$ cat config.mk
export PLATFORM = sky130hd
export DESIGN_NAME = vending_machine
export DESIGN_NICKNAME = d
export VERILOG_FILES = /design/src/rtl/vending_machine.sv
export SDC_FILE = /design/constraint.sdc
export NUM_CORES = 1
export LEC_CHECK = 0
export ABC_AREA = 1
export BUFFER_PORTS_ARGS = -buffer_cell sky130_fd_sc_hd__buf_2
export CORE_UTILIZATION = 61
export DETAILED_ROUTE_END_ITERATION = 8
export PLACE_DENSITY_LB_ADDON = 0.05
export SLEW_MARGIN = 10
export SYNTH_ARGS = -nofsm -noshare
export SYNTH_HDL_FRONTEND = slang
export SYNTH_SLANG_ARGS = --single-unit
$ cat constraint.sdc
create_clock -name clk -period 6.4 [get_ports clk]
set_clock_uncertainty 0.05 [all_clocks]
set_input_delay 0.32 -clock clk [delete_from_list [all_inputs] [get_ports clk]]
set_output_delay 0.32 -clock clk [all_outputs]
set_load 0.05 [all_outputs]
$ cat src/rtl/vending_machine.sv
// vending_machine: coin-credit vending controller driven by a 4-key,
// active-low, single-column keypad.
//   key 1 adds COIN_A, key 2 adds COIN_B (both saturate at MAX_CREDIT),
//   key 3 buys for PRICE when credit allows, key 4 clears credit.
// Credit is shown on three 7-segment digits (D2 hundreds .. D0 units) and
// the last accepted key code is exported on key_value.
// Optional build macro VENDING_DEBOUNCE_EN: a key pattern (and the
// all-released pattern) must stay identical for DEBOUNCE_CYCLES
// synchronized samples before it is acted on.
module vending_machine #(
  parameter int COIN_A          = 5,
  parameter int COIN_B          = 10,
  parameter int PRICE           = 15,
  parameter int MAX_CREDIT      = 995,
  parameter int DEBOUNCE_CYCLES = 4
) (
  input  logic       clk,
  input  logic       reset,
  input  logic [3:0] row,
  output logic [6:0] D0,
  output logic [6:0] D1,
  output logic [6:0] D2,
  output logic [3:0] key_value
);

  // ---------------------------------------------------------------------
  // Constants
  // ---------------------------------------------------------------------
  localparam logic [3:0]  NO_KEY     = 4'b1111;
  localparam logic [6:0]  SEG_ZERO   = 7'b0111111;
  localparam logic [10:0] COIN_A_W   = 11'(COIN_A);
  localparam logic [10:0] COIN_B_W   = 11'(COIN_B);
  localparam logic [10:0] PRICE_W    = 11'(PRICE);
  localparam logic [10:0] MAX_W      = 11'(MAX_CREDIT);
  localparam logic [9:0]  PRICE_C    = 10'(PRICE);
  localparam logic [9:0]  MAX_C      = 10'(MAX_CREDIT);

  // The stability counter exists in both builds; without debouncing it only
  // needs one sample, so every synchronized sample counts as stable.
  localparam int CNT_W = $clog2(DEBOUNCE_CYCLES + 1);
`ifdef VENDING_DEBOUNCE_EN
  localparam int STABLE_NEED = DEBOUNCE_CYCLES;
`else
  localparam int STABLE_NEED = 1;
`endif
  localparam logic [CNT_W-1:0] NEED_C = CNT_W'(STABLE_NEED);
  localparam logic [CNT_W-1:0] ONE_C  = CNT_W'(1);

  typedef enum logic [0:0] {
    IDLE    = 1'b0,
    PRESSED = 1'b1
  } state_t;

  // ---------------------------------------------------------------------
  // Helper functions
  // ---------------------------------------------------------------------
  // Shift-add-3 conversion of a 10-bit value (< 1000) into three BCD digits.
  function automatic logic [11:0] bin_to_bcd(input logic [9:0] bin);
    logic [21:0] sh;
    sh = {12'd0, bin};
    for (int i = 0; i < 10; i++) begin
      for (int d = 0; d < 3; d++) begin
        if (sh[10 + 4*d +: 4] > 4'd4) begin
          sh[10 + 4*d +: 4] = sh[10 + 4*d +: 4] + 4'd3;
        end
      end
      sh = sh << 1;
    end
    return sh[21:10];
  endfunction

  // Segment pattern {g,f,e,d,c,b,a}, active-high.
  function automatic logic [6:0] seg_of(input logic [3:0] digit);
    logic [6:0] seg;
    case (digit)
      4'd0:    seg = 7'h3F;
      4'd1:    seg = 7'h06;
      4'd2:    seg = 7'h5B;
      4'd3:    seg = 7'h4F;
      4'd4:    seg = 7'h66;
      4'd5:    seg = 7'h6D;
      4'd6:    seg = 7'h7D;
      4'd7:    seg = 7'h07;
      4'd8:    seg = 7'h7F;
      4'd9:    seg = 7'h6F;
      default: seg = 7'h00;
    endcase
    return seg;
  endfunction

  // ---------------------------------------------------------------------
  // Input synchronizer
  // ---------------------------------------------------------------------
  logic [3:0] sync1_reg;
  logic [3:0] sync2_reg;

  // Two-flop synchronizer; idles at the no-key pattern.
  always_ff @(posedge clk) begin
    if (reset) begin
      sync1_reg <= NO_KEY;
      sync2_reg <= NO_KEY;
    end else begin
      sync1_reg <= row;
      sync2_reg <= sync1_reg;
    end
  end

  // ---------------------------------------------------------------------
  // Sample stability tracking
  // ---------------------------------------------------------------------
  logic [3:0]       last_sample_reg;
  logic [CNT_W-1:0] stable_cnt_reg;
  logic [CNT_W-1:0] stable_cnt_next;
  logic             sample_stable;

  // Count of consecutive identical synchronized samples, including the
  // current one, saturating at the number needed.
  always_comb begin
    stable_cnt_next = stable_cnt_reg;
    if (sync2_reg != last_sample_reg) begin
      stable_cnt_next = ONE_C;
    end else if (stable_cnt_reg < NEED_C) begin
      stable_cnt_next = stable_cnt_reg + ONE_C;
    end
  end

  assign sample_stable = (stable_cnt_next >= NEED_C);

  // Remember the previous sample and its run length.
  always_ff @(posedge clk) begin
    if (reset) begin
      last_sample_reg <= NO_KEY;
      stable_cnt_reg  <= NEED_C;
    end else begin
      last_sample_reg <= sync2_reg;
      stable_cnt_reg  <= stable_cnt_next;
    end
  end

  // ---------------------------------------------------------------------
  // Key decode
  // ---------------------------------------------------------------------
  logic [3:0] key_code;
  logic       key_valid;
  logic       all_released;

  // Exactly one line low maps to a key; multi-key patterns decode to 0.
  always_comb begin
    key_code = 4'd0;
    case (sync2_reg)
      4'b1110: key_code = 4'd1;
      4'b1101: key_code = 4'd2;
      4'b1011: key_code = 4'd3;
      4'b0111: key_code = 4'd4;
      default: key_code = 4'd0;
    endcase
  end

  assign key_valid    = (key_code != 4'd0);
  assign all_released = (sync2_reg == NO_KEY);

  // ---------------------------------------------------------------------
  // Press FSM
  // ---------------------------------------------------------------------
  state_t state_reg;
  state_t state_next;
  logic   accept;

  // State register.
  always_ff @(posedge clk) begin
    if (reset) begin
      state_reg <= IDLE;
    end else begin
      state_reg <= state_next;
    end
  end

  // Next state: one action per press, re-arm only once fully released.
  always_comb begin
    state_next = state_reg;
    case (state_reg)
      IDLE: begin
        if (key_valid && sample_stable) begin
          state_next = PRESSED;
        end
      end
      PRESSED: begin
        if (all_released && sample_stable) begin
          state_next = IDLE;
        end
      end
      default: state_next = IDLE;
    endcase
  end

  // FSM output: a key is accepted on the edge that leaves IDLE.
  always_comb begin
    accept = 1'b0;
    if (state_reg == IDLE && key_valid && sample_stable) begin
      accept = 1'b1;
    end
  end

  // ---------------------------------------------------------------------
  // Credit datapath
  // ---------------------------------------------------------------------
  logic [9:0]  credit_reg;
  logic [9:0]  credit_next;
  logic [3:0]  key_value_reg;
  logic [10:0] sum_a;
  logic [10:0] sum_b;

  assign sum_a = {1'b0, credit_reg} + COIN_A_W;
  assign sum_b = {1'b0, credit_reg} + COIN_B_W;

  // Credit update for the accepted key; additions saturate, purchase
  // only happens when enough credit is present.
  always_comb begin
    credit_next = credit_reg;
    if (accept) begin
      case (key_code)
        4'd1:    credit_next = (sum_a > MAX_W) ? MAX_C : sum_a[9:0];
        4'd2:    credit_next = (sum_b > MAX_W) ? MAX_C : sum_b[9:0];
        4'd3: begin
          if ({1'b0, credit_reg} >= PRICE_W) begin
            credit_next = credit_reg - PRICE_C;
          end
        end
        4'd4:    credit_next = 10'd0;
        default: credit_next = credit_reg;
      endcase
    end
  end

  // Credit and last-key registers.
  always_ff @(posedge clk) begin
    if (reset) begin
      credit_reg    <= 10'd0;
      key_value_reg <= 4'd0;
    end else begin
      credit_reg <= credit_next;
      if (accept) begin
        key_value_reg <= key_code;
      end
    end
  end

  assign key_value = key_value_reg;

  // ---------------------------------------------------------------------
  // Display
  // ---------------------------------------------------------------------
  logic [11:0] credit_bcd;
  logic [6:0]  seg_reg [3];

  assign credit_bcd = bin_to_bcd(credit_reg);

  generate
    for (genvar gi = 0; gi < 3; gi++) begin : g_digit
      // Registered segment driver for one decimal digit.
      always_ff @(posedge clk) begin
        if (reset) begin
          seg_reg[gi] <= SEG_ZERO;
        end else begin
          seg_reg[gi] <= seg_of(credit_bcd[4*gi +: 4]);
        end
      end
    end
  endgenerate

  assign D0 = seg_reg[0];
  assign D1 = seg_reg[1];
  assign D2 = seg_reg[2];

endmodule

**Word-level counts from Yosys, hierarchy flattened**

Memory sizes are Yosys's and may differ from the RTL's.
Cells that the tools add are included.

- RAM bits: 21
- Word-level logic and storage cells: 134
- Output and inout port bits: 25
- Memory bits (read-only): 336
- Memories kept: 4
- Register bits: 30

Memory list:

| name | depth | width | read ports | clocked after Yosys merged registers in | wr ports | line | text |
|---|---|---|---|---|---|---|---|
| (no name shown) | 16 | 7 | 1 | 0 | 0 | 75 | `case (digit)` |
| (no name shown) | 16 | 7 | 1 | 0 | 0 | 75 |  |
| (no name shown) | 16 | 7 | 1 | 0 | 0 | 75 |  |
| seg_reg | 3 | 7 | 3 | 0 | 3 | 254 | `logic [6:0] seg_reg [3];` |

- Equal/unequal tests: 11
- Multiplexer cells: 44
- Reductions and logical operators: 7
- Add/subtract/negate cells: 28
- Bitwise gates (word level): 4
- Order comparisons: 29

Operators by type and width:

| kind | count |
|---|---|
| greater-than comparator 4 x 3 -> 1 bit (second input constant) | 21 |
| adder 4 x 2 -> 4 bit (second input constant) | 15 |
| 2-to-1 mux 4 bit | 15 |
| 2-to-1 mux 7 bit | 6 |
| one-hot mux 10 bit (4 select lines) | 1 |
| 2-to-1 mux 3 bit | 11 |
| 2-to-1 mux 10 bit | 3 |
| greater-than comparator 11 x 10 -> 1 bit (second input constant) | 2 |
| adder 3 x 2 -> 3 bit (second input constant) | 6 |
| == test 4 bit (second input constant) | 4 |
| one-hot mux 3 bit (4 select lines) | 1 |
| adder 10 x 3 -> 11 bit (second input constant) | 1 |
| adder 10 x 4 -> 11 bit (second input constant) | 1 |
| >= comparator 10 x 4 -> 1 bit (second input constant) | 1 |
| subtractor 10 x 4 -> 10 bit (second input constant) | 1 |
| nonzero test 4 bit | 2 |
| adder 1 x 2 -> 3 bit (both inputs constant) | 2 |
| == test 3 x 2 -> 1 bit (second input constant) | 2 |
| greater-than comparator 1 x 3 -> 1 bit (both inputs constant) | 2 |
| 2-to-1 mux 1 bit | 6 |
| == test 4 x 3 -> 1 bit (second input constant) | 1 |
| logical AND 1 bit | 4 |
| inequality test 4 bit | 1 |
| adder 1 x 2 -> 3 bit (second input constant) | 1 |
| 11 further kinds | 13 |

**Logic depth before layout (Yosys ltp)**

Gate-level depths: netlist (run 1).
An unclocked memory read counts as a cell.

- Depth after elaboration: 21
- Mapped depth: 42
- Gate-level depth less buffers: 41

**Least setup slack after synthesis (run 1)**

OpenSTA, ideal clock, no wires.

- Kind: register to register
- Start: register credit_reg[7]
- End: memory seg_reg[2][1]
- Period minus slack after synthesis: 4.628 ns
- Path slack: 1.772 ns
- Data arrival time: 4.459 ns
- Required time: 6.231 ns
- Setup time: 0.119 ns
- Stages on the path, launching flop included: 38
- Path through: dfxtp_1 inv_2 buf_6 ha_1 inv_1 ha_1 inv_1 nand2_4 nand3_1 nand2_1 nand3_2 nand3_1 nand2_2 nand2_1 nand2_1 ha_1 inv_1 ha_1 [2 not listed] nand2_1 nand2_1 nand3_1 nand2_1 nand2_1 nand2_2 nand2_4 xnor2_4 ha_1 inv_1 ha_1 inv_1 o21ai_0 inv_1 nand3_1 nand2_1 inv_2 o21ai_1

RTL lines:

| element | line | text |
|---|---|---|
| from (decl) | 207 | `logic [9:0] credit_reg;` |
| from (signal assigned) | 241 | `credit_reg <= credit_next;` |
| to (decl) | 254 |  |

==> impl_metrics.ini, run 1 <==
[status]
outcome = complete, but fails checks
violations = design-rule violations

[clocking]
htree_levels = 2
cts_resized = 0
insertion_delay_ns = 0.30
cts_buffers = 5
cts_setup_buffers = 0
root_buffer = clkbuf_8
path_clk_slew_ns = 0.08
cts_tree = built
cts_sinks = 43
cts_hold_buf = 0
cts_buffer_depth = 2

[power]
finalPower_mw = 2.28
p_leak_nw = 2.20
p_per_area_nw_per_um2 = 520
ir_worst_vdd_mv = 0.237

[grt]
grt_first_pass_wirelength_um = 14800
gr-total-overflow = 0
grt_max_degree = 27
grtUsageTotal_pct = 25.1
antenna_found_initial = 0
grt_pass1_vias = 3536

[sta]
final.setup.tns_ns = 0
max_freq_ghz = 0.191
finalCritPeriodShare_pct = 81.9
holdWs_ns = 0.151
rsz0062_at_grt = false
tightest_slew_ns = 0.894
period_minus_slack_ns = 5.24
maxSlewViolCount = 0
finalHoldViolCount = 0
setup_viol = 0
slew_headroom_pct = 39.9

[routing]
drc = 6
wl_per_cell_um = 12.2
routed_via_density = 5.40
final_antenna_net_count = 0
via_count = 3668
routed_wl_um = 8310
first_iter_violations = 174
drt_pass1_iterations = 8

[floorplan]
ios = 31
die_w_um = 84.3
start_util_pct = 64.0
coreArea_um2 = 6460
placementRows = 29
fp.dieH_um = 84.3
dieArea_um2 = 7110

[finish]
layout_commonest_cell = nand2_1
antenna_cells = 0
ff_latch_area_um2 = 861
largest_reg_flops = 21
n_fill_cell = 570
final_core_util_pct = 67.9
fin_nets = 648
drive_above_1_share_pct = 25.9
area_growth_pct = 6.08
multiInputGateArea_um2 = 2880
layout_common_cells = nand2_1 (116), inv_1 (61), nand2_2 (44), dfxtp_1 (43), nand3_1 (42)

[min_path]
min-delay-start = row[1]
hold_path_class = input pin to flip-flop
worstHoldPathCells = 2
min_to = sync1_reg[1]$_SDFF_PP1_

[synth]
avgSynthCellArea_um2 = 7.17
netlist_area_um2 = 4140
synth.net_count = 624
synthArstFlopShare_pct = 0
ys.flop_type = dfxtp_1
synthTopCellsByArea = dfxtp_1 (21%), ha_1 (12%), nand2_1 (11%)
synth_seq_cells = 43
ys_warn_count = 0
ys_types = 49
synth_cells = 577
synth.largest_area_cell = dfxtp_1
yosysSeqAreaShare_pct = 20.8
synth_top_area_share_pct = 20.8
synth-edff-count = 0

[flow_run]
drv_cap = 0

[placement]
hpwl_um = 6560
portBuffers = 29
gp_congestion = 0.937

[critical_path]
worstPathArrival_ns = 5.38
reg2regPathDepth = 37
crit_required_ns = 6.54
criticalPathCategory = flip-flop to flip-flop
cp_max_fo = 11
slowest_stage = o21ai_0
end_kind = flip-flop
worstReg2RegStart = credit_reg[7]$_SDFFE_PP0P_
cpPeakStageDelay_ns = 0.44
path_common_cell = nand2_1
rrSetupSlack_ns = 1.16
cp-start-kind = flip-flop
timing.rr.end = seg_reg[2][1]$_SDFF_PP1_
## area by class of cell
cell class              instances  area share, %
inverters                      81           7.33
clock buffers                   6           1.65
flip-flops and latches         43           19.6
clock inverters                 2          0.285
multi-input cells             441           65.6
well taps                      77           2.20
repair buffers                 29           3.31
## how the worst max path moves through the flow
| stage | cells after the start | slack, ns | end | start |
|---|---|---|---|---|
| floorplan | 37 | 1.77 | seg_reg[2][1]$_SDFF_PP1_ | credit_reg[7]$_SDFFE_PP0P_ |
| global placement | 37 | 1.52 | seg_reg[2][1]$_SDFF_PP1_ | credit_reg[7]$_SDFFE_PP0P_ |
| detailed placement | 37 | 1.18 | seg_reg[2][1]$_SDFF_PP1_ | credit_reg[7]$_SDFFE_PP0P_ |
| CTS | 37 | 1.16 | seg_reg[2][1]$_SDFF_PP1_ | credit_reg[7]$_SDFFE_PP0P_ |
| global route | 37 | 0.60 | seg_reg[2][1]$_SDFF_PP1_ | credit_reg[7]$_SDFFE_PP0P_ |
| finish | 37 | 1.16 | seg_reg[2][1]$_SDFF_PP1_ | credit_reg[7]$_SDFFE_PP0P_ |
## synthesized netlist by cell type (2+ instances only)
cell type,number
nand2_1,116
inv_1,61
nand2_2,44
dfxtp_1,43
nand3_1,42
ha_1,41
o21ai_0,30
a21oi_1,24
nand2_4,22
nor2_1,22
nor3_1,17
inv_2,14
xor2_1,14
nand3_2,11
or2_2,8
nand4_1,7
a211oi_1,5
clkbuf_1,5
o21ai_1,5
o22ai_1,5
buf_2,3
buf_6,3
nand3_4,3
clkinv_1,2
inv_4,2
nand3b_4,2
o2111ai_1,2
o211ai_1,2
o21ai_2,2
## kinds of logic after synthesis
| logic type | count (synthesis) | share of synthesized area [%] |
|---|---|---|
| simple gates | 300 | 40.6 |
| buf+inv | 93 | 9.59 |
| compound gates | 82 | 11.8 |
| flops | 43 | 20.8 |
| fa+ha+maj | 41 | 12.4 |
| xor+xnor | 17 | 4.69 |
| other cells | 1 | 0.0907 |
## power breakdown
group / total (mW) / internal, mW / switching (mW)
logic: 1.74 / 0.568 / 1.18
registers: 0.364 / 0.337 / 0.0262
clock network: 0.174 / 0.0764 / 0.0976
## routing by layer
layer	vias to the layer above	global-route usage, %	wire (um)
met3	19	3.34	268
li1	1911	-	-
met1	1670	28.3	3690
met2	68	48.0	4190
met5	-	0	0
met4	0	9.24	163
## worst max-delay path: cells and delay by family, from the launching register on
family,cells,cell delay [ns]
xor+xnor,1,0.14
fa+ha+maj,6,1.24
buf+inv,9,1.04
compound gates,3,0.59
simple gates,18,1.67
flops,1,0.37
## metrics by stage
stage	instance area [um2]	worst slack, ns	std cells
2_1_floorplan	4140	1.77	577
3_3_place_gp	4300	1.52	671
3_5_place_dp	4300	1.18	671
4_1_cts	4390	1.16	679
5_1_grt	4390	0.596	679
6_report	4390	1.16	679
Note: power is estimated with default switching activity, not from simulation.
==> run 2, diff against run 1 <==
--- a/config.mk
+++ b/config.mk
@@ -5,9 +5,9 @@
 export SDC_FILE = /design/constraint.sdc
 export NUM_CORES = 1
 export LEC_CHECK = 0
-export ABC_AREA = 1
+export ABC_AREA = 0
 export BUFFER_PORTS_ARGS = -buffer_cell sky130_fd_sc_hd__buf_2
-export CORE_UTILIZATION = 61
+export CORE_UTILIZATION = 56
 export DETAILED_ROUTE_END_ITERATION = 8
 export PLACE_DENSITY_LB_ADDON = 0.05
 export SLEW_MARGIN = 10
==> constraint.sdc (replaced) <==
create_clock -name clk -period 4.39 [get_ports clk]
set_clock_uncertainty 0.05 [all_clocks]
set_input_delay 0.2195 -clock clk [delete_from_list [all_inputs] [get_ports clk]]
set_output_delay 0.2195 -clock clk [all_outputs]
set_load 0.05 [all_outputs]
==> impl_metrics.ini, run 2 <==
[synth]
avgSynthCellArea_um2 = 7.54
muxShareOfSynthArea_pct = 3.59
synthArstFlopShare_pct = 0
synth_commonest_cells = nand2_1 (55), a21oi_1 (48), nor2_1 (45)
synth_cells = 637
synth-xor-area-share_pct = 4.09
synth_top_family_by_area = compound AO/OA/AOI/OAI gates
synth_top_area_share_pct = 17.9
synth.largest_area_cell = dfxtp_1
ys_warn_count = 0
synth_seq_cells = 43
synth.most_common_cell = nand2_1
synth-simple-area-share_pct = 20.8
synth-edff-count = 0
synth.net_count = 684
ys.flop_type = dfxtp_1
synth_fa_ha_area_share_pct = 10.9
synthTopCellsByArea = dfxtp_1 (18%), ha_1 (11%), a21oi_1 (5.0%)
synth_compound_area_share_pct = 35.1
netlist_area_um2 = 4800
ys_types = 88
yosysSeqAreaShare_pct = 17.9

[power]
p_per_area_nw_per_um2 = 362
p_leak_nw = 2.93
finalPower_mw = 2.62
ir_worst_vdd_mv = 0.324

[sta]
worst_slack_ns = -0.970
setup_viol = 21
finalHoldViolCount = 0
holdWs_ns = 0.0255
final.setup.tns_ns = -16.49
period_minus_slack_ns = 5.36
finalCritPeriodShare_pct = 122
maxSlewViolCount = 0
rsz0062_at_grt = true
tightest_slew_ns = 0.696
max_freq_ghz = 0.187
slew_headroom_pct = 53.4

[floorplan]
fp.dieH_um = 94.6
die_w_um = 94.6
dieArea_um2 = 8950
ios = 31
coreArea_um2 = 8260
start_util_pct = 58.2
placementRows = 33

[placement]
gp_congestion = 0.931
portBuffers = 29
hpwl_um = 10400

[finish]
drive_above_1_share_pct = 46.6
largest_reg_flops = 21
layout_commonest_cell = buf_4
layout_common_cells = buf_4 (171), nand2_1 (53), a21oi_1 (44), nor2_1 (43), dfxtp_1 (41)
n_fill_cell = 403
area_growth_pct = 50.8
antenna_cells = 0
fin_nets = 861

[min_path]
hold_path_class = input pin to flip-flop
min-delay-start = row[0]
worstHoldPathCells = 2
min_to = sync1_reg[0]$_SDFF_PP1_

[clocking]
htree_levels = 2
insertion_delay_ns = 0.32
root_buffer = clkbuf_8
cts_tree = built
cts_hold_buf = 0
cts_buffers = 5
path_clk_slew_ns = 0.10
cts_sinks = 43
cts_buffer_depth = 2

[critical_path]
criticalPathCategory = flip-flop to flip-flop
worstPathArrival_ns = 5.57
crit_required_ns = 4.60
reg2regPathDepth = 28
cp-start-kind = flip-flop
worstReg2RegStart = credit_reg[7]$_SDFFE_PP0P_
cpPeakStageDelay_ns = 0.53
cp_max_fo = 5
path_common_cell = ha_4
end_kind = flip-flop
rrSetupSlack_ns = -0.97
timing.rr.end = seg_reg[1][3]$_SDFF_PP1_
slowest_stage = or4_4

[grt]
antenna_found_initial = 0
grt_first_pass_wirelength_um = 25500
grtUsageTotal_pct = 35.5
gr-total-overflow = 0
grt_pass1_vias = 5555
grt_max_degree = 32

[routing]
first_iter_violations = 794
final_antenna_net_count = 0
routed_wl_um = 19900
wl_per_cell_um = 21.6
via_count = 6275
drt_pass1_iterations = 7
routed_via_density = 6.82
drc = 0

[flow_run]
drv_cap = 0

[status]
outcome = complete, but fails checks
violations = negative setup slack
## run 2: cell count changes after synthesis, moves of 19 or more
cell,previous run,this run
a21oi_1,24,48
clkbuf_1,5,31
inv_1,61,31
nand2_1,116,55
nand2_2,44,0
nand2_4,22,0
nand3_1,42,23
nor2_1,22,45
## run 2: routing by layer
metal / track usage [%] / share of wire [%]
met1: 42.0 / 36
met3: 5.80 / 8.3
met5: 0 / 0
met2: 62.6 / 48
met4: 15.8 / 7.2
## run 2: final cells by class
| cell class | count | area (um2) | area share [%] |
|---|---|---|---|
| multi-input cells | 512 | 4350 | 60.0 |
| repair buffers | 219 | 1660 | 22.9 |
| flip-flops and latches | 43 | 866 | 12.0 |
| inverters | 33 | 148 | 2.04 |
| well taps | 105 | 131 | 1.81 |
| clock buffers | 5 | 68.8 | 0.950 |
| clock inverters | 3 | 23.8 | 0.328 |
## run 2: repair_timing
action,CTS,global route
setup buffers,23,12
hold endpoints to repair,0,0
gates resized for setup,63,53
pin swaps,17,22
endpoints found under the setup margin,21,21
## run 2: metrics by stage
step	worst slack (ns)	cell area [um2]	utilization, %	cells
final	-0.970	7240	87.7	920
after global routing	-1.11	7240	87.7	920
after CTS	-0.650	6880	83.3	908
after detailed placement	-0.854	6290	76.2	877
after global placement	-0.619	6290	76.2	877
after floorplan	-0.744	5110	-	637
## run 2: worst max-delay path by stage
stage	startpoint	endpoint	slack, ns	cells past startpoint
5_1_grt	credit_reg[7]$_SDFFE_PP0P_	seg_reg[0][0]$_SDFF_PP1_	-1.11	26
6_report	credit_reg[7]$_SDFFE_PP0P_	seg_reg[1][3]$_SDFF_PP1_	-0.97	28
3_3_place_gp	credit_reg[7]$_SDFFE_PP0P_	seg_reg[0][1]$_SDFF_PP1_	-0.62	23
3_5_place_dp	credit_reg[7]$_SDFFE_PP0P_	seg_reg[0][4]$_SDFF_PP1_	-0.85	23
4_1_cts	credit_reg[7]$_SDFFE_PP0P_	seg_reg[0][6]$_SDFF_PP0_	-0.65	26
2_1_floorplan	credit_reg[7]$_SDFFE_PP0P_	seg_reg[1][3]$_SDFF_PP1_	-0.74	27
## run 2: kinds of logic (layout without fill, tap and decap cells)
logic type	count (synthesis)	after routing
simple gates	203	203
mux	16	16
fa+ha+maj	42	42
xor+xnor	19	19
buf+inv	82	260
compound gates	231	231
flops	43	43
other cells	1	1
## run 2: critical path: cells and delay by family (launching register included)
family	cells	cell delay, ns
flops	1	0.38
mux	1	0.21
buf+inv	8	0.69
compound gates	8	1.64
fa+ha+maj	4	0.81
simple gates	7	1.49
## run 2: power by group
part           switching [mW]  leakage (nW)  total (mW)  internal [mW]
Sequential             0.0379         0.354       0.493          0.455
Clock                   0.164        0.0408       0.278          0.114
Combinational            1.05          2.54        1.85          0.802
